[src/rtl/mem_stage_pkg.sv]
// Shared constants for the memory stage: bus widths, field offsets used by the
// execute/write-back stages, load-op bit indices and the forwarding bus layout.
package mem_stage_pkg;

   localparam int ES_TO_MS_BUS_W = 175;
   localparam int MS_TO_WS_BUS_W = 168;
   localparam int MS_FWD_BUS_W   = 39;

   localparam int DATA_W  = 32;
   localparam int CSR_W   = 34;
   localparam int REG_W   = 5;
   localparam int LD_OP_W = 5;

   // execute -> memory bus, LSB positions
   localparam int ES_PC_LSB      = 0;
   localparam int ES_ALU_LSB     = 32;
   localparam int ES_DEST_LSB    = 64;
   localparam int ES_GR_WE_BIT   = 69;
   localparam int ES_LD_OP_LSB   = 70;
   localparam int ES_RES_MEM_BIT = 75;
   localparam int ES_MEM_REQ_BIT = 76;
   localparam int ES_CSR_LSB     = 77;
   localparam int ES_RKD_LSB     = 111;
   localparam int ES_RJ_LSB      = 143;

   // memory -> write-back bus, LSB positions
   localparam int WS_PC_LSB     = 0;
   localparam int WS_RESULT_LSB = 32;
   localparam int WS_DEST_LSB   = 64;
   localparam int WS_GR_WE_BIT  = 69;
   localparam int WS_CSR_LSB    = 70;
   localparam int WS_RKD_LSB    = 104;
   localparam int WS_RJ_LSB     = 136;

   // one-hot ld_op field, {b,h,w,bu,hu} from MSB to LSB
   typedef enum int unsigned {
      LD_HU = 0,
      LD_BU = 1,
      LD_W  = 2,
      LD_H  = 3,
      LD_B  = 4
   } ld_bit_e;

   typedef struct packed {
      logic              we;
      logic              block;
      logic [REG_W-1:0]  dest;
      logic [DATA_W-1:0] data;
   } ms_fwd_t;

endpackage

[src/rtl/mem_stage_if.sv]
// Pipeline-facing signals of the memory stage. The stage itself uses the slave
// modport; the surrounding pipeline (or a bench) uses master.
interface mem_stage_if;
   import mem_stage_pkg::*;

   logic                      ws_allowin;
   logic                      ms_allowin;
   logic                      es_to_ms_valid;
   logic [ES_TO_MS_BUS_W-1:0] es_to_ms_bus;
   logic                      ms_to_ws_valid;
   logic [MS_TO_WS_BUS_W-1:0] ms_to_ws_bus;
   logic                      data_sram_data_ok;
   logic [DATA_W-1:0]         data_sram_rdata;
   logic                      wb_ex;
   logic [MS_FWD_BUS_W-1:0]   ms_fwd_bus;

   modport slave (
      input  ws_allowin, es_to_ms_valid, es_to_ms_bus,
             data_sram_data_ok, data_sram_rdata, wb_ex,
      output ms_allowin, ms_to_ws_valid, ms_to_ws_bus, ms_fwd_bus
   );

   modport master (
      output ws_allowin, es_to_ms_valid, es_to_ms_bus,
             data_sram_data_ok, data_sram_rdata, wb_ex,
      input  ms_allowin, ms_to_ws_valid, ms_to_ws_bus, ms_fwd_bus
   );

endinterface

[src/rtl/mem_stage_load_align.sv]
// load_align: picks the addressed byte/halfword out of a 32-bit load word and
// sign- or zero-extends it according to the one-hot ld_op. Purely combinational.
module load_align
   import mem_stage_pkg::*;
(
   input  logic [LD_OP_W-1:0] i_ld_op,
   input  logic [1:0]         i_addr,
   input  logic [DATA_W-1:0]  i_rdata,
   output logic [DATA_W-1:0]  o_data
);

   logic [7:0]  w_byte;
   logic [15:0] w_half;

   always_comb begin
      w_byte = i_rdata[7:0];
      case (i_addr)
         2'd0: w_byte = i_rdata[7:0];
         2'd1: w_byte = i_rdata[15:8];
         2'd2: w_byte = i_rdata[23:16];
         2'd3: w_byte = i_rdata[31:24];
         default: w_byte = i_rdata[7:0];
      endcase
      w_half = i_addr[1] ? i_rdata[31:16] : i_rdata[15:0];
   end

   // ld_w (and a malformed all-zero op) falls through to the full word
   always_comb begin
      o_data = i_rdata;
      if (i_ld_op[LD_B])
         o_data = {{24{w_byte[7]}}, w_byte};
      else if (i_ld_op[LD_BU])
         o_data = {24'd0, w_byte};
      else if (i_ld_op[LD_H])
         o_data = {{16{w_half[15]}}, w_half};
      else if (i_ld_op[LD_HU])
         o_data = {16'd0, w_half};
   end

endmodule

[src/rtl/mem_stage.sv]
// mem_stage: holds one instruction, waits for its data-SRAM response, aligns
// load data and discards responses owed to flushed loads. Define MS_FWD_EN to forward values to decode.
module mem_stage
   import mem_stage_pkg::*;
(
   input  logic       clk,
   input  logic       reset,
   mem_stage_if.slave ms_if
);

   logic [ES_TO_MS_BUS_W-1:0] r_bus;
   logic                      r_ms_valid;
   logic                      r_got_data;
   logic [DATA_W-1:0]         r_data_buf;
   logic [1:0]                r_drop_cnt;

   logic                      w_mem_req;
   logic                      w_res_from_mem;
   logic                      w_gr_we;
   logic [LD_OP_W-1:0]        w_ld_op;
   logic [REG_W-1:0]          w_dest;
   logic [DATA_W-1:0]         w_alu_result;
   logic                      w_cap;
   logic                      w_drop;
   logic                      w_owe;
   logic                      w_ready_go;
   logic                      w_allowin;
   logic                      w_latch;
   logic [2:0]                w_drop_sum;
   logic [DATA_W-1:0]         w_ld_src;
   logic [DATA_W-1:0]         w_ld_val;
   logic [DATA_W-1:0]         w_final;
   logic [MS_TO_WS_BUS_W-1:0] w_ws_bus;
   ms_fwd_t                   w_fwd;

   assign w_mem_req      = r_bus[ES_MEM_REQ_BIT];
   assign w_res_from_mem = r_bus[ES_RES_MEM_BIT];
   assign w_gr_we        = r_bus[ES_GR_WE_BIT];
   assign w_ld_op        = r_bus[ES_LD_OP_LSB +: LD_OP_W];
   assign w_dest         = r_bus[ES_DEST_LSB +: REG_W];
   assign w_alu_result   = r_bus[ES_ALU_LSB +: DATA_W];

   // A response belongs to the resident instruction only once every response
   // owed to flushed loads has drained.
   assign w_cap      = ms_if.data_sram_data_ok && (r_drop_cnt == 2'd0);
   assign w_drop     = ms_if.data_sram_data_ok && (r_drop_cnt != 2'd0);
   assign w_ready_go = !w_mem_req || r_got_data || w_cap;
   assign w_allowin  = !r_ms_valid || (w_ready_go && ms_if.ws_allowin);
   assign w_latch    = ms_if.es_to_ms_valid && w_allowin;
   assign w_owe      = ms_if.wb_ex && r_ms_valid && w_mem_req && !r_got_data && !w_cap;

   assign w_drop_sum = {1'b0, r_drop_cnt} - {2'b00, w_drop} + {2'b00, w_owe};

   always_ff @(posedge clk) begin
      if (reset) begin
         r_ms_valid <= 1'b0;
         r_got_data <= 1'b0;
         r_drop_cnt <= 2'd0;
      end else begin
         if (ms_if.wb_ex)
            r_ms_valid <= 1'b0;
         else if (w_allowin)
            r_ms_valid <= ms_if.es_to_ms_valid;

         // a newly latched instruction never inherits the previous response
         if (ms_if.wb_ex || w_latch)
            r_got_data <= 1'b0;
         else if (w_cap)
            r_got_data <= 1'b1;

         r_drop_cnt <= w_drop_sum[2] ? 2'd3 : w_drop_sum[1:0];
      end
   end

   always_ff @(posedge clk) begin
      if (reset) begin
         r_bus      <= '0;
         r_data_buf <= '0;
      end else begin
         if (w_latch)
            r_bus <= ms_if.es_to_ms_bus;
         if (w_cap)
            r_data_buf <= ms_if.data_sram_rdata;
      end
   end

   assign w_ld_src = w_cap ? ms_if.data_sram_rdata : r_data_buf;

   load_align u_align (
      .i_ld_op (w_ld_op),
      .i_addr  (w_alu_result[1:0]),
      .i_rdata (w_ld_src),
      .o_data  (w_ld_val)
   );

   assign w_final = w_res_from_mem ? w_ld_val : w_alu_result;

   always_comb begin
      w_ws_bus = '0;
      w_ws_bus[WS_PC_LSB +: DATA_W]     = r_bus[ES_PC_LSB +: DATA_W];
      w_ws_bus[WS_RESULT_LSB +: DATA_W] = w_final;
      w_ws_bus[WS_DEST_LSB +: REG_W]    = w_dest;
      w_ws_bus[WS_GR_WE_BIT]            = w_gr_we;
      w_ws_bus[WS_CSR_LSB +: CSR_W]     = r_bus[ES_CSR_LSB +: CSR_W];
      w_ws_bus[WS_RKD_LSB +: DATA_W]    = r_bus[ES_RKD_LSB +: DATA_W];
      w_ws_bus[WS_RJ_LSB +: DATA_W]     = r_bus[ES_RJ_LSB +: DATA_W];
   end

   always_comb begin
      w_fwd      = '0;
      w_fwd.we   = r_ms_valid && w_gr_we;
      w_fwd.dest = w_dest;
`ifdef MS_FWD_EN
      w_fwd.block = w_fwd.we && w_res_from_mem && !w_ready_go;
      w_fwd.data  = w_final;
`else
      // without a forwarding path decode must stall on any destination match
      w_fwd.block = w_fwd.we;
      w_fwd.data  = '0;
`endif
   end

   assign ms_if.ms_allowin     = w_allowin;
   assign ms_if.ms_to_ws_valid = r_ms_valid && w_ready_go;
   assign ms_if.ms_to_ws_bus   = w_ws_bus;
   assign ms_if.ms_fwd_bus     = w_fwd;

endmodule

[src/flat_wrapper.sv]
// flat-port wrapper written by rule: the top's interface ports become plain ports
module mem_stage_flat import mem_stage_pkg::*;
  (clk, reset, ms_if_ws_allowin, ms_if_es_to_ms_valid, ms_if_es_to_ms_bus, ms_if_data_sram_data_ok, ms_if_data_sram_rdata, ms_if_wb_ex, ms_if_ms_allowin, ms_if_ms_to_ws_valid, ms_if_ms_to_ws_bus, ms_if_ms_fwd_bus);
  mem_stage_if ms_if_i ();
  input  logic clk;
  input  logic reset;
  input wire logic [$bits(ms_if_i.ws_allowin)-1:0] ms_if_ws_allowin;
  input wire logic [$bits(ms_if_i.es_to_ms_valid)-1:0] ms_if_es_to_ms_valid;
  input wire logic [$bits(ms_if_i.es_to_ms_bus)-1:0] ms_if_es_to_ms_bus;
  input wire logic [$bits(ms_if_i.data_sram_data_ok)-1:0] ms_if_data_sram_data_ok;
  input wire logic [$bits(ms_if_i.data_sram_rdata)-1:0] ms_if_data_sram_rdata;
  input wire logic [$bits(ms_if_i.wb_ex)-1:0] ms_if_wb_ex;
  output wire logic [$bits(ms_if_i.ms_allowin)-1:0] ms_if_ms_allowin;
  output wire logic [$bits(ms_if_i.ms_to_ws_valid)-1:0] ms_if_ms_to_ws_valid;
  output wire logic [$bits(ms_if_i.ms_to_ws_bus)-1:0] ms_if_ms_to_ws_bus;
  output wire logic [$bits(ms_if_i.ms_fwd_bus)-1:0] ms_if_ms_fwd_bus;
  assign ms_if_i.ws_allowin = ms_if_ws_allowin;
  assign ms_if_i.es_to_ms_valid = ms_if_es_to_ms_valid;
  assign ms_if_i.es_to_ms_bus = ms_if_es_to_ms_bus;
  assign ms_if_i.data_sram_data_ok = ms_if_data_sram_data_ok;
  assign ms_if_i.data_sram_rdata = ms_if_data_sram_rdata;
  assign ms_if_i.wb_ex = ms_if_wb_ex;
  assign ms_if_ms_allowin = ms_if_i.ms_allowin;
  assign ms_if_ms_to_ws_valid = ms_if_i.ms_to_ws_valid;
  assign ms_if_ms_to_ws_bus = ms_if_i.ms_to_ws_bus;
  assign ms_if_ms_fwd_bus = ms_if_i.ms_fwd_bus;
  mem_stage u_core (.clk(clk), .reset(reset), .ms_if(ms_if_i));
endmodule
[config.mk]
export PLATFORM = sky130hd
export DESIGN_NAME = mem_stage_flat
export DESIGN_NICKNAME = d
export VERILOG_FILES = /design/src/rtl/mem_stage_pkg.sv /design/src/rtl/mem_stage_if.sv /design/src/rtl/mem_stage_load_align.sv /design/src/rtl/mem_stage.sv /design/src/flat_wrapper.sv
export SDC_FILE = /design/constraint.sdc
export NUM_CORES = 1
export LEC_CHECK = 0
export BUFFER_PORTS_ARGS = -buffer_cell sky130_fd_sc_hd__buf_2
export CAP_MARGIN = 20
export CORE_AREA = 2 2 164 166
export CTS_CLUSTER_DIAMETER = 150
export CTS_CLUSTER_SIZE = 14
export DETAILED_ROUTE_END_ITERATION = 10
export DIE_AREA = 0 0 166 168
export PLACE_DENSITY = 0.69
export SLEW_MARGIN = 25
export SYNTH_ARGS = -nofsm -noshare
export SYNTH_HDL_FRONTEND = slang
export SYNTH_SLANG_ARGS = --single-unit
[constraint.sdc]
create_clock -name clk -period 6.6 [get_ports clk]
set_input_delay 0.66 -clock clk [delete_from_list [all_inputs] [get_ports clk]]
set_output_delay 0.66 -clock clk [all_outputs]
set_load 0.05 [all_outputs]
; ---- After elaboration in Yosys (flattened, before gate mapping)
; Cells that the tools add are included.
[totals]
word_cells = 42
input_bits = 213
ff_bits = 211
output_inout_bits = 209
[classes]
n_addsub = 2
muxes = 9
eq_ne = 3
reduce_logical = 23
[op_table]
columns = operator, n
row1 = $mux 32, 6
row2 = $pmux 8 s4, 1
row3 = $mux 16, 1
row4 = $logic_and 1x1->1, 10
row5 = $eq 2x2->1 const B, 2
row6 = $logic_not 1->1, 4
row7 = $logic_not 2->1, 2
row8 = $logic_or 1x1->1, 4
row9 = $reduce_or 2->1, 2
row10 = $add 3x1->3, 1
row11 = $sub 2x1->3, 1
row12 = $eq 2x1->1 const B, 1
row13 = $mux 2, 1
row14 = $reduce_bool 2->1, 1

; ---- Depth between registers and ports, before layout
; Gate-level depths: netlist of the first run.
[depth]
word_depth = 9
depth_mapped = 12
ltp_nobuf = 9

; ---- By module
; A second synthesis of the first run with hierarchy kept.
[hier_totals]
hier_cells = 1231
area_unflattened_um2 = 11791.3
[modules_own_cells]
columns = module, n_inst, cells_each, seq_area_each_um2, area_each_um2
row1 = mem_stage, 1, 1106, 4224.1, 10994.3
row2 = load_align, 1, 125, 0.0, 797.0

; ---- Worst setup path before layout of the first run
; No wires, ideal clock.
[synth_path]
kind = input to output
from = input port ms_if_data_sram_data_ok
to = output port ms_if_ms_to_ws_bus[32]
cell_stages = 8
n_path_buf = 3
required_ns = 5.940
setup_slack_ns = 3.396
arrival_ns = 2.544
path_cell_list = nor3b_4 buf_6 buf_8 buf_8 mux2i_1 mux2i_1 o22ai_1 a21oi_1
[synth_via]
elab_chain_cells = 8
elab_cells_between_ends = 9
classes_between = mux (8) / reduce/logical (1)
[synth_lines]
columns = item, line
row1 = from (decl), flat_wrapper.sv:10  ; input wire logic [$bits(ms_if_i.data_sram_data_ok)-1:0] ms_if_data_sram_data_ok;
row2 = $logic_and 1x1->1 *, mem_stage.sv:45  ; assign w_cap = ms_if.data_sram_data_ok && (r_drop_cnt == 2'd0);
row3 = $mux 32 *, mem_stage.sv:87  ; assign w_ld_src = w_cap ? ms_if.data_sram_rdata : r_data_buf;
row4 = $mux 16, mem_stage_load_align.sv:24  ; w_half = i_addr[1] ? i_rdata[31:16] : i_rdata[15:0];
row5 = $mux 32, mem_stage_load_align.sv:36  ; else if (i_ld_op[LD_HU])
row6 = $mux 32, mem_stage_load_align.sv:34  ; else if (i_ld_op[LD_H])
row7 = $mux 32, mem_stage_load_align.sv:32  ; else if (i_ld_op[LD_BU])
row8 = $mux 32 *, mem_stage_load_align.sv:30  ; if (i_ld_op[LD_B])
row9 = $mux 32 *, mem_stage.sv:96  ; assign w_final = w_res_from_mem ? w_ld_val : w_alu_result;
row10 = to (decl), flat_wrapper.sv:15  ; output wire logic [$bits(ms_if_i.ms_to_ws_bus)-1:0] ms_if_ms_to_ws_bus;
; Mark *: on every way between the ends. The rest lies on a longest branch, timed or not.

; ---- Final worst setup path of the first run
[layout_path]
from = register u_core.r_drop_cnt[1]
to = output port ms_if_ms_to_ws_bus[33]
[layout_via]
elab_chain_cells = 9
elab_cells_between_ends = 10
classes_between = mux (8) / reduce/logical (2)
[layout_lines]
columns = item, line
row1 = from (decl), mem_stage.sv:15  ; logic [1:0] r_drop_cnt;
row2 = from (signal assigned), mem_stage.sv:71  ; r_drop_cnt <= w_drop_sum[2] ? 2'd3 : w_drop_sum[1:0];
row3 = $logic_not 2->1 *, mem_stage.sv:45
row4 = $logic_and 1x1->1 *, mem_stage.sv:45
row5 = $mux 32 *, mem_stage.sv:87
row6 = $mux 16, mem_stage_load_align.sv:24
row7 = $mux 32, mem_stage_load_align.sv:36
row8 = $mux 32, mem_stage_load_align.sv:34
row9 = $mux 32, mem_stage_load_align.sv:32
row10 = $mux 32 *, mem_stage_load_align.sv:30
row11 = $mux 32 *, mem_stage.sv:96
; Marks and branches as above.

==> impl_metrics.tcl, run 1 <==
set metrics [dict create \
    root_buffer "clkbuf_16" \
    finalMaxSlewViolations 0 \
    power_leakage_nw 5.789 \
    timing.rr.start "u_core.r_drop_cnt[1]$_SDFF_PP0_" \
    placed_area_um2 10930 \
    p_comb_share_pct 29.6 \
    path_clk_slew_ns 0.07 \
    post_cts_buffers 0 \
    clockBufferDepth 3 \
    p_sw_share_pct 34.57 \
    area_delta_synth_final_pct 13.95 \
    whs_path_depth 2 \
    grt_pass1_wl_um 38220 \
    route.detailed.wl_per_inst_um 15.81 \
    start_util_pct 38.05 \
    p_seq_share_pct 42.1 \
    crit_arrival_ns 3.38 \
    drc 0 \
    crit_path_start_kind "flop" \
    hold_end "u_core.r_ms_valid$_SDFFE_PP0N_" \
    dieWidth_um 166 \
    grt_setup_unrepaired "no" \
    rr_endpoint "u_core.r_bus[40]$_SDFFE_PP0P_" \
    synth_edf_count 0 \
    grt_overflow 0 \
    hp-class "in2reg" \
    clk_latency_ns 0.50 \
    synth_area_um2 10030 \
    grt.total_usage_pct 16.79 \
    final_nets 1447 \
    cts_tree "yes" \
    p_switching_w 0.001179 \
    drt_pre_antenna_iters 4 \
    viasPerCell 4.691 \
    die-area_um2 27890 \
    hold_start "ms_if_wb_ex" \
    rows 60 \
    yosysSeqAreaShare_pct 41.93 \
    grt_pass1_vias 7093 \
    ioPinCount 422 \
    async_flop_share_pct 0 \
    synth.distinct_cells 36 \
    r2r_cells 7 \
    fin_setup_tns_ns 0 \
    final.period_utilization_pct 61.14 \
    synth_seq_cells 210 \
    holdBufCountCts 0 \
    status "finished clean" \
    r2r_slack_ns 3.47 \
    grt_max_degree 140 \
    io_buffers 388 \
    syn-instance-count 1023 \
    final_util_pct 43.36 \
    crit_path_end_kind "output port" \
    place_congestion 0.8208 \
    avgSynthCellArea_um2 9.800 \
    setup_violations 0 \
    power_density_nw_per_um2 298.5 \
    numClockSinks 210 \
    ys.flop_type "dfxtp_1" \
    setup_ws_ns 2.565 \
    cts_max_level 1 \
    synth_top_area_share_pct 41.93 \
    tightest_slew_ns 1.176 \
    place_hpwl_um 17890 \
    cts_buffers 18 \
    fin_area_um2 11420 \
    drive_gt1_share_pct 35.85 \
    cts_resized 0 \
    fin_skew_ns 0.01540 \
    internal_power_w 0.002231 \
    crit_type "reg2out" \
    dp_slack_ns 2.635 \
    ir_worst_vdd_mv 0.1849 \
    timing.max_cap.violations 0 \
    core_area_um2 26350 \
    synth_warnings 0 \
    drtAntennaViolNets 0 \
    cp_max_fo 32 \
    fin_crit_ns 4.035 \
    yosysTopAreaCell "dfxtp_1" \
    hold_viol 0 \
    pwr-share-clk_pct 28.3 \
    synth_area_leaders "dfxtp_1 42%, mux2i_1 21%, buf_4 14%, nor2_1 8.1%, mux4_2 2.9%" \
    drt-total-wl_um 24890 \
    dieHeight_um 168 \
    antenna_found_initial 5 \
    max_slew_margin_pct 21.63 \
    required_ns 5.94 \
    fmax_mhz 247.8 \
    vias 7384 \
    drt_iter0_markers 419 \
]
[worst max-delay path by stage]
| stage | cells after the start | slack (ns) | start | endpoint |
|---|---|---|---|---|
| floorplan | 8 | 3.40 | ms_if_data_sram_data_ok | ms_if_ms_to_ws_bus[32] |
| global placement | 7 | 2.67 | ms_if_data_sram_data_ok | ms_if_ms_to_ws_bus[61] |
| detailed placement | 7 | 2.64 | ms_if_data_sram_data_ok | ms_if_ms_to_ws_bus[61] |
| CTS | 6 | 2.44 | u_core.r_drop_cnt[1]$_SDFF_PP0_ | ms_if_ms_to_ws_bus[51] |
| global route | 7 | 2.35 | u_core.r_drop_cnt[1]$_SDFF_PP0_ | ms_if_ms_to_ws_bus[33] |
| finish | 7 | 2.56 | u_core.r_drop_cnt[1]$_SDFF_PP0_ | ms_if_ms_to_ws_bus[33] |
[cell usage in the layout (no fill, tap or decap), types with 12 or more instances in the layout]
cell,instances
clkbuf_16,19
o22a_1,25
mux4_2,13
buf_2,387
mux2i_1,214
dfxtp_1,210
conb_1,32
nor2_1,217
a21oi_1,18
inv_1,12
nand2_1,12
[Yosys cell counts, types with 2 or more instances]
master    instances
nor2_1          217
a21oi_1          18
buf_8             2
nand2_1          12
buf_2             6
nand3_1           6
o21ai_1           2
ha_1              2
nor2b_1           7
dfxtp_1         210
buf_6             3
mux2_2            9
buf_4           192
mux2i_1         214
o221ai_1          6
nand2b_1          9
inv_1            12
mux4_2           13
clkbuf_1         34
a211oi_1          9
o22a_1           25
[power groups by stage]
stage	clock network, W	registers (W)	logic (W)
2_1_floorplan	0	0.00144	0.000886
3_3_place_gp	0	0.00146	0.000995
3_5_place_dp	0	0.00146	0.00101
4_1_cts	0.00100	0.00143	0.00101
5_1_grt	0.00105	0.00145	0.00108
6_report	0.000964	0.00144	0.00101
[final cells by class]
type                       count  area [µm²]
timing repair buffer         395        2013
fill                        2576       14930
inverter                      12       45.04
multi-input combinational    594        4253
antenna                        3       7.507
clock buffer                  19       475.5
tap                          341       426.7
sequential                   210        4204
[per-stage QoR]
step | std cells | hold slack, ns | power [W]
floorplan | 1054 | 0.4552 | 0.002330
global placement | 1552 | 0.4665 | 0.002452
detailed placement | 1552 | 0.4773 | 0.002472
CTS | 1571 | 0.3317 | 0.003451
global route | 1573 | 0.3576 | 0.003581
finish | 1574 | 0.3563 | 0.003410
[flip-flops by register name, indices dropped and copies added (netlist names)]
register	cells
u_core.r_got_data	1
u_core.r_data_buf	32
u_core.r_ms_valid	1
u_core.r_bus	174
u_core.r_drop_cnt	2
[critical path, stage by stage (launching register included)]
cell	delay (ns)
dfxtp_1	0.38
nor3b_4	0.65
buf_4	0.55
mux2i_1	0.24
mux4_2	0.48
nor2_1	0.12
o22a_1	0.16
buf_2	0.28
[layer usage]
layer  global-route usage (%)  vias up  routed length, µm
li1                         -     3617                  -
met1                    20.31     3440              10200
met2                    29.24      288              12130
met3                    4.607       35               2080
met4                    4.877        4                454
met5                        0        -                 30
[kinds of logic (layout without fill, tap and decap cells)]
family	count (synthesis)	in the layout	synth area share [%]
xor gates and xnor gates	1	1	0.08737
AOI/OAI and AO/OA	66	66	4.817
muxes	236	236	25.30
adders and majority gates	3	3	0.4492
and+or+nand+nor	256	256	10.31
DFF	210	210	41.93
buffers and inverters	250	426	17.07
other	1	35	0.03740
No activity file was read; power rests on OpenSTA's default activity.
==> inputs of run 2 (changes only) <==
--- a/config.mk
+++ b/config.mk
@@ -7,12 +7,12 @@
 export LEC_CHECK = 0
 export BUFFER_PORTS_ARGS = -buffer_cell sky130_fd_sc_hd__buf_2
 export CAP_MARGIN = 20
-export CORE_AREA = 2 2 164 166
+export CORE_AREA = 2 2 166 168
 export CTS_CLUSTER_DIAMETER = 150
 export CTS_CLUSTER_SIZE = 14
 export DETAILED_ROUTE_END_ITERATION = 10
-export DIE_AREA = 0 0 166 168
-export PLACE_DENSITY = 0.69
+export DIE_AREA = 0 0 168 170
+export PLACE_DENSITY = 0.68
 export SLEW_MARGIN = 25
 export SYNTH_ARGS = -nofsm -noshare
 export SYNTH_HDL_FRONTEND = slang
==> constraint.sdc (replaced) <==
create_clock -name clk -period 4 [get_ports clk]
set_input_delay 0.4 -clock clk [delete_from_list [all_inputs] [get_ports clk]]
set_output_delay 0.4 -clock clk [all_outputs]
set_load 0.05 [all_outputs]
==> run 2 against run 1 <==
Compared with the run above: first-iteration DRC count down 3.3%; clock power up 65%; cell count grew 0.32%.
==> impl_metrics.tcl, run 2 (synthesis gave the netlist of run 1 again) <==
set metrics [dict create \
    fin_crit_ns 3.547 \
    area_delta_synth_final_pct 14.48 \
    p_comb_share_pct 29.6 \
    numClockSinks 210 \
    grt_setup_unrepaired "no" \
    die-area_um2 28560 \
    clockBufferDepth 3 \
    timing.max_cap.violations 0 \
    cts_max_level 1 \
    p_switching_w 0.001952 \
    holdBufCountCts 0 \
    required_ns 3.60 \
    reg.largest.list "u_core.r_bus (174), u_core.r_data_buf (32), u_core.r_drop_cnt (2)" \
    viasPerCell 4.722 \
    final_nets 1450 \
    final.period_utilization_pct 88.67 \
    fmax_mhz 282.0 \
    regMostFlops "u_core.r_bus" \
    grt.total_usage_pct 16.91 \
    power_leakage_nw 5.813 \
    drt-total-wl_um 25690 \
    status "finished clean" \
    ioPinCount 422 \
    drc 0 \
    power.total_w 0.005633 \
    drt_pre_antenna_iters 4 \
    tightest_slew_ns 1.029 \
    rr_endpoint "u_core.r_bus[67]$_SDFFE_PP0P_" \
    final_common_cell "buf_2" \
    grt_pass1_vias 7186 \
    grt_max_degree 114 \
    drtAntennaViolNets 0 \
    antenna_found_initial 6 \
    p_seq_share_pct 42.1 \
    ir_worst_vdd_mv 0.2788 \
    final_cell_mix "387 x buf_2, 217 x nor2_1, 214 x mux2i_1" \
    power_density_nw_per_um2 490.8 \
    crit_path_start_kind "flop" \
    hold_slack_ns 0.09246 \
    post_cts_buffers 0 \
    cts_tree "yes" \
    cp_max_fo 36 \
    finalMaxSlewViolations 0 \
    largest_reg_flops 174 \
    grt_overflow 0 \
    clk_latency_ns 0.49 \
    root_buffer "clkbuf_16" \
    path_clk_slew_ns 0.07 \
    drt_iter0_markers 405 \
    internal_power_w 0.003681 \
    hold_start "ms_if_wb_ex" \
    p_sw_share_pct 34.65 \
    place_congestion 0.8121 \
    r2r_cells 6 \
    max_slew_margin_pct 31.16 \
    core_area_um2 26650 \
    hp-class "in2reg" \
    crit_arrival_ns 3.15 \
    vias 7456 \
    crit_path_end_kind "output port" \
    hold_viol 0 \
    rows 60 \
    setup_violations 0 \
    grt_pass1_wl_um 38810 \
    cts_resized 0 \
    r2r_slack_ns 1.65 \
    fin_skew_ns 0.01484 \
    place_hpwl_um 18720 \
    cp-endpoint "ms_if_ms_to_ws_bus[33]" \
    route.detailed.wl_per_inst_um 16.27 \
    timing.rr.start "u_core.r_drop_cnt[1]$_SDFF_PP0_" \
    drive_gt1_share_pct 36.01 \
    io_buffers 388 \
    cts_buffers 18 \
    dieWidth_um 168 \
    pwr-share-clk_pct 28.3 \
    startpoint "u_core.r_drop_cnt[1]$_SDFF_PP0_" \
    crit_type "reg2out" \
    fin_setup_tns_ns 0 \
    dieHeight_um 170 \
    start_util_pct 37.62 \
]
==> run 2: worst min path at each step <==
stage | cells past startpoint | endpoint | slack [ns]
after floorplan | 2 | u_core.r_data_buf[0]$_SDFF_PP0_ | 0.46
after global placement | 2 | u_core.r_bus[146]$_SDFFE_PP0P_ | 0.47
after detailed placement | 2 | u_core.r_bus[146]$_SDFFE_PP0P_ | 0.48
after CTS | 2 | u_core.r_ms_valid$_SDFFE_PP0N_ | 0.07
after global routing | 2 | u_core.r_ms_valid$_SDFFE_PP0N_ | 0.07
final | 2 | u_core.r_ms_valid$_SDFFE_PP0N_ | 0.09
==> run 2: stage by stage <==
step           worst slack (ns)  std cells  util (%)  cell area (µm²)
3_5_place_dp             0.8316       1555     41.21            10980
2_1_floorplan             1.316       1054         -            10140
3_3_place_gp             0.7844       1555     41.18            10970
5_1_grt                  0.2750       1579     43.07            11480
6_report                 0.4533       1579     43.07            11480
4_1_cts                  0.4217       1574     42.99            11460
==> run 2: final cells by class <==
class                           count  area, µm²
Fill cell                        2628      15170
Multi-Input combinational cell    594       4253
Sequential cell                   210       4204
Timing Repair Buffer              398       2061
Clock buffer                       19      475.5
Tap cell                          341      426.7
Inverter                           12      45.04
Antenna cell                        5      12.51
==> run 2: power groups by stage <==
stage                     sequential (W)  combinational [W]  clock (W)
final                            0.00237            0.00167    0.00159
after global routing             0.00239            0.00178    0.00173
after CTS                        0.00237            0.00168    0.00166
after detailed placement         0.00241            0.00167          0
after global placement           0.00241            0.00165          0
after floorplan                  0.00238            0.00146          0
==> run 2: layer usage <==
layer / global-route usage (%) / routed length, µm / up-vias
met5: 0 / 13 / -
met1: 20.60 / 10490 / 3507
met2: 29.55 / 12670 / 274
met3: 3.442 / 1746 / 42
li1: - / - / 3631
met4: 6.238 / 781 / 2
==> run 2: critical path, stage by stage (launching register included) <==
cell,delay (ns)
dfxtp_1,0.38
nor3b_4,0.43
buf_4,0.57
mux2i_1,0.26
mux4_2,0.50
nor2_1,0.10
o22a_1,0.13
buf_2,0.27
==> inputs of run 3 (changes only) <==
--- a/config.mk
+++ b/config.mk
@@ -7,13 +7,14 @@
 export LEC_CHECK = 0
 export BUFFER_PORTS_ARGS = -buffer_cell sky130_fd_sc_hd__buf_2
 export CAP_MARGIN = 20
-export CORE_AREA = 2 2 166 168
+export CORE_AREA = 2 2 165 167
 export CTS_CLUSTER_DIAMETER = 150
 export CTS_CLUSTER_SIZE = 14
 export DETAILED_ROUTE_END_ITERATION = 10
-export DIE_AREA = 0 0 168 170
-export PLACE_DENSITY = 0.68
+export DIE_AREA = 0 0 167 169
+export PLACE_DENSITY = 0.76
 export SLEW_MARGIN = 25
 export SYNTH_ARGS = -nofsm -noshare
 export SYNTH_HDL_FRONTEND = slang
+export SYNTH_HIERARCHICAL = 1
 export SYNTH_SLANG_ARGS = --single-unit
==> run 3 against run 2 <==
Compared with the run above: power grew 2.3%; clock skew shrank 0.0038 ns; sequential share of layout area shrank 4.6 points; largest power group unchanged; register-to-register slack lost 0.19 ns; synthesized cell count grew 20%; highest routed layer unchanged; combinational power grew 8%; worst setup slack gained 0.088 ns; via count grew 12%; wire length grew 4.9%; global-route usage grew 1.1 points; critical path type unchanged.
==> impl_metrics.tcl, run 3 <==
set metrics [dict create \
    stdcell_count 1771 \
    required_ns 3.60 \
    pwr-share-clk_pct 27.5 \
    maxUsedRoutingLayer "met5" \
    post_cts_buffers 0 \
    final_nets 1643 \
    viasPerCell 4.713 \
    hold_slack_ns 0.1191 \
    numClockSinks 210 \
    core_area_um2 26500 \
    fillers 2490 \
    rr_endpoint "u_core/r_drop_cnt[1]$_SDFF_PP0_" \
    crit_arrival_ns 3.06 \
    fin_crit_ns 3.458 \
    dieWidth_um 167 \
    timing.rr.start "u_core/r_drop_cnt[1]$_SDFF_PP0_" \
    drtAntennaViolNets 0 \
    crit_chain "nor3b_2 -> buf_12 -> mux2_2 -> mux2_4 -> a22oi_4 -> o21ai_0 -> mux2_2 -> buf_2" \
    met1_length_um 11350 \
    clk_latency_ns 0.49 \
    start_util_pct 44.33 \
    drt_pre_antenna_iters 5 \
    route.detailed.wl_per_inst_um 15.22 \
    fmax_mhz 289.1 \
    grt_overflow 0 \
    grt_pass1_vias 8052 \
    final_util_pct 49.55 \
    reg.largest.list "u_core/r_bus (174), u_core/r_data_buf (32), u_core/r_drop_cnt (2)" \
    grt.total_usage_pct 18.00 \
    die-area_um2 28220 \
    power_density_nw_per_um2 438.9 \
    holdBufCountCts 0 \
    drive_gt1_share_pct 35.62 \
    setup_ws_ns 0.5415 \
    drt-total-wl_um 26950 \
    path_common_cell "mux2_2" \
    crit_type "reg2out" \
    synth_area_um2 11750 \
    finalMaxSlewViolations 0 \
    dp_slack_ns 0.9935 \
    cp_max_fo 36 \
    regMostFlops "u_core/r_bus" \
    wl_met3_um 2203 \
    power_leakage_nw 6.349 \
    root_buffer "clkbuf_16" \
    syn-instance-count 1227 \
    ioPinCount 422 \
    cts_resized 0 \
    timing.max_cap.violations 0 \
    vias 8347 \
    hold_end "u_core/r_got_data$_SDFFE_PP0N_" \
    path_clk_slew_ns 0.07 \
    antenna_found_initial 6 \
    p_seq_share_pct 41.1 \
    tightest_slew_ns 0.8911 \
    avgSynthCellArea_um2 9.575 \
    synth_warnings 6 \
    r2r_cells 12 \
    rows 60 \
    io_buffers 388 \
    area_delta_synth_final_pct 11.76 \
    largest_reg_flops 174 \
    setup_violations 0 \
    dieHeight_um 169 \
    fin_skew_ns 0.01103 \
    p_comb_share_pct 31.4 \
    dr_wl_met2_um 12640 \
    status "finished clean" \
    crit_path_start_kind "flop" \
    hp-class "in2reg" \
    drc 0 \
    critical_path.slowest_cell "mux2_2" \
    r2r_slack_ns 1.46 \
    p_sw_share_pct 34.41 \
    place_hpwl_um 19500 \
    cts_buffers 18 \
    crit_path_end_kind "output port" \
    cts_tree "yes" \
    final_common_cell "buf_2" \
    placedCellCount 1748 \
    grt_setup_unrepaired "no" \
    whs_path_depth 2 \
    hold_viol 0 \
    hold_start "ms_if_wb_ex" \
    cts_max_level 1 \
    critPathMaxStageDelay_ns 0.40 \
    internal_power_w 0.003780 \
    max_slew_margin_pct 40.37 \
    fin_setup_tns_ns 0 \
    p_switching_w 0.001983 \
    place_congestion 0.8620 \
    final_cell_mix "387 x buf_2, 350 x nand2b_1, 210 x dfxtp_1" \
    grt_pass1_wl_um 41950 \
    ir_worst_vdd_mv 0.2905 \
    drt_iter0_markers 435 \
    final.period_utilization_pct 86.46 \
    clockBufferDepth 3 \
    grt_max_degree 160 \
]
## run 3: cell types whose count changed in the layout (fill, tap and decap cells not counted), moves of 25 or more
cell	before	now
mux2_2	9	78
nor2_1	217	16
o22a_1	25	0
nor2b_1	7	33
mux2i_1	214	174
nand2b_1	9	350
## run 3: stage by stage
stage	cell area [µm²]	total power (W)
floorplan	11870	0.003949
global placement	12640	0.004188
detailed placement	12640	0.004223
CTS	13120	0.005842
global route	13130	0.006044
finish	13130	0.005763
## run 3: cell type report
| class | instances | area (µm²) | area share, % |
|---|---|---|---|
| Multi-Input combinational cell | 792 | 5878 | 44.77 |
| Sequential cell | 210 | 4204 | 32.02 |
| Timing Repair Buffer | 401 | 2121 | 16.15 |
| Clock buffer | 19 | 475.5 | 3.621 |
| Tap cell | 341 | 426.7 | 3.249 |
| Inverter | 4 | 15.01 | 0.1144 |
| Antenna cell | 4 | 10.01 | 0.07623 |
## run 3: metal layers
layer,up-vias,global-route usage [%]
met5,-,0
met4,6,5.810
met3,52,5.378
met2,301,30.29
met1,3809,22.10
li1,4179,-
## run 3: how the worst max path moves through the flow
stage	slack, ns	endpoint	from
detailed placement	0.99	ms_if_ms_to_ws_bus[43]	ms_if_data_sram_data_ok
global placement	0.98	ms_if_ms_to_ws_bus[43]	ms_if_data_sram_data_ok
finish	0.54	ms_if_ms_to_ws_bus[43]	u_core/r_drop_cnt[1]$_SDFF_PP0_
global route	0.44	ms_if_ms_to_ws_bus[40]	u_core/r_drop_cnt[1]$_SDFF_PP0_
CTS	0.54	ms_if_ms_to_ws_bus[43]	u_core/r_drop_cnt[1]$_SDFF_PP0_
floorplan	1.26	ms_if_ms_to_ws_bus[52]	ms_if_data_sram_data_ok
## run 3: critical path: cells and delay by family (launching register included)
kind | cells | cell delay (ns)
flops | 1 | 0.36
simple gates | 1 | 0.28
buf+inv | 2 | 0.46
mux | 3 | 1.00
compound gates | 2 | 0.44
## run 3: power groups by stage
stage | sequential, W | combinational, W | clock, W
2_1_floorplan | 0.00239 | 0.00156 | 0
3_3_place_gp | 0.00240 | 0.00178 | 0
3_5_place_dp | 0.00241 | 0.00181 | 0
4_1_cts | 0.00237 | 0.00182 | 0.00166
5_1_grt | 0.00239 | 0.00194 | 0.00172
6_report | 0.00237 | 0.00181 | 0.00158
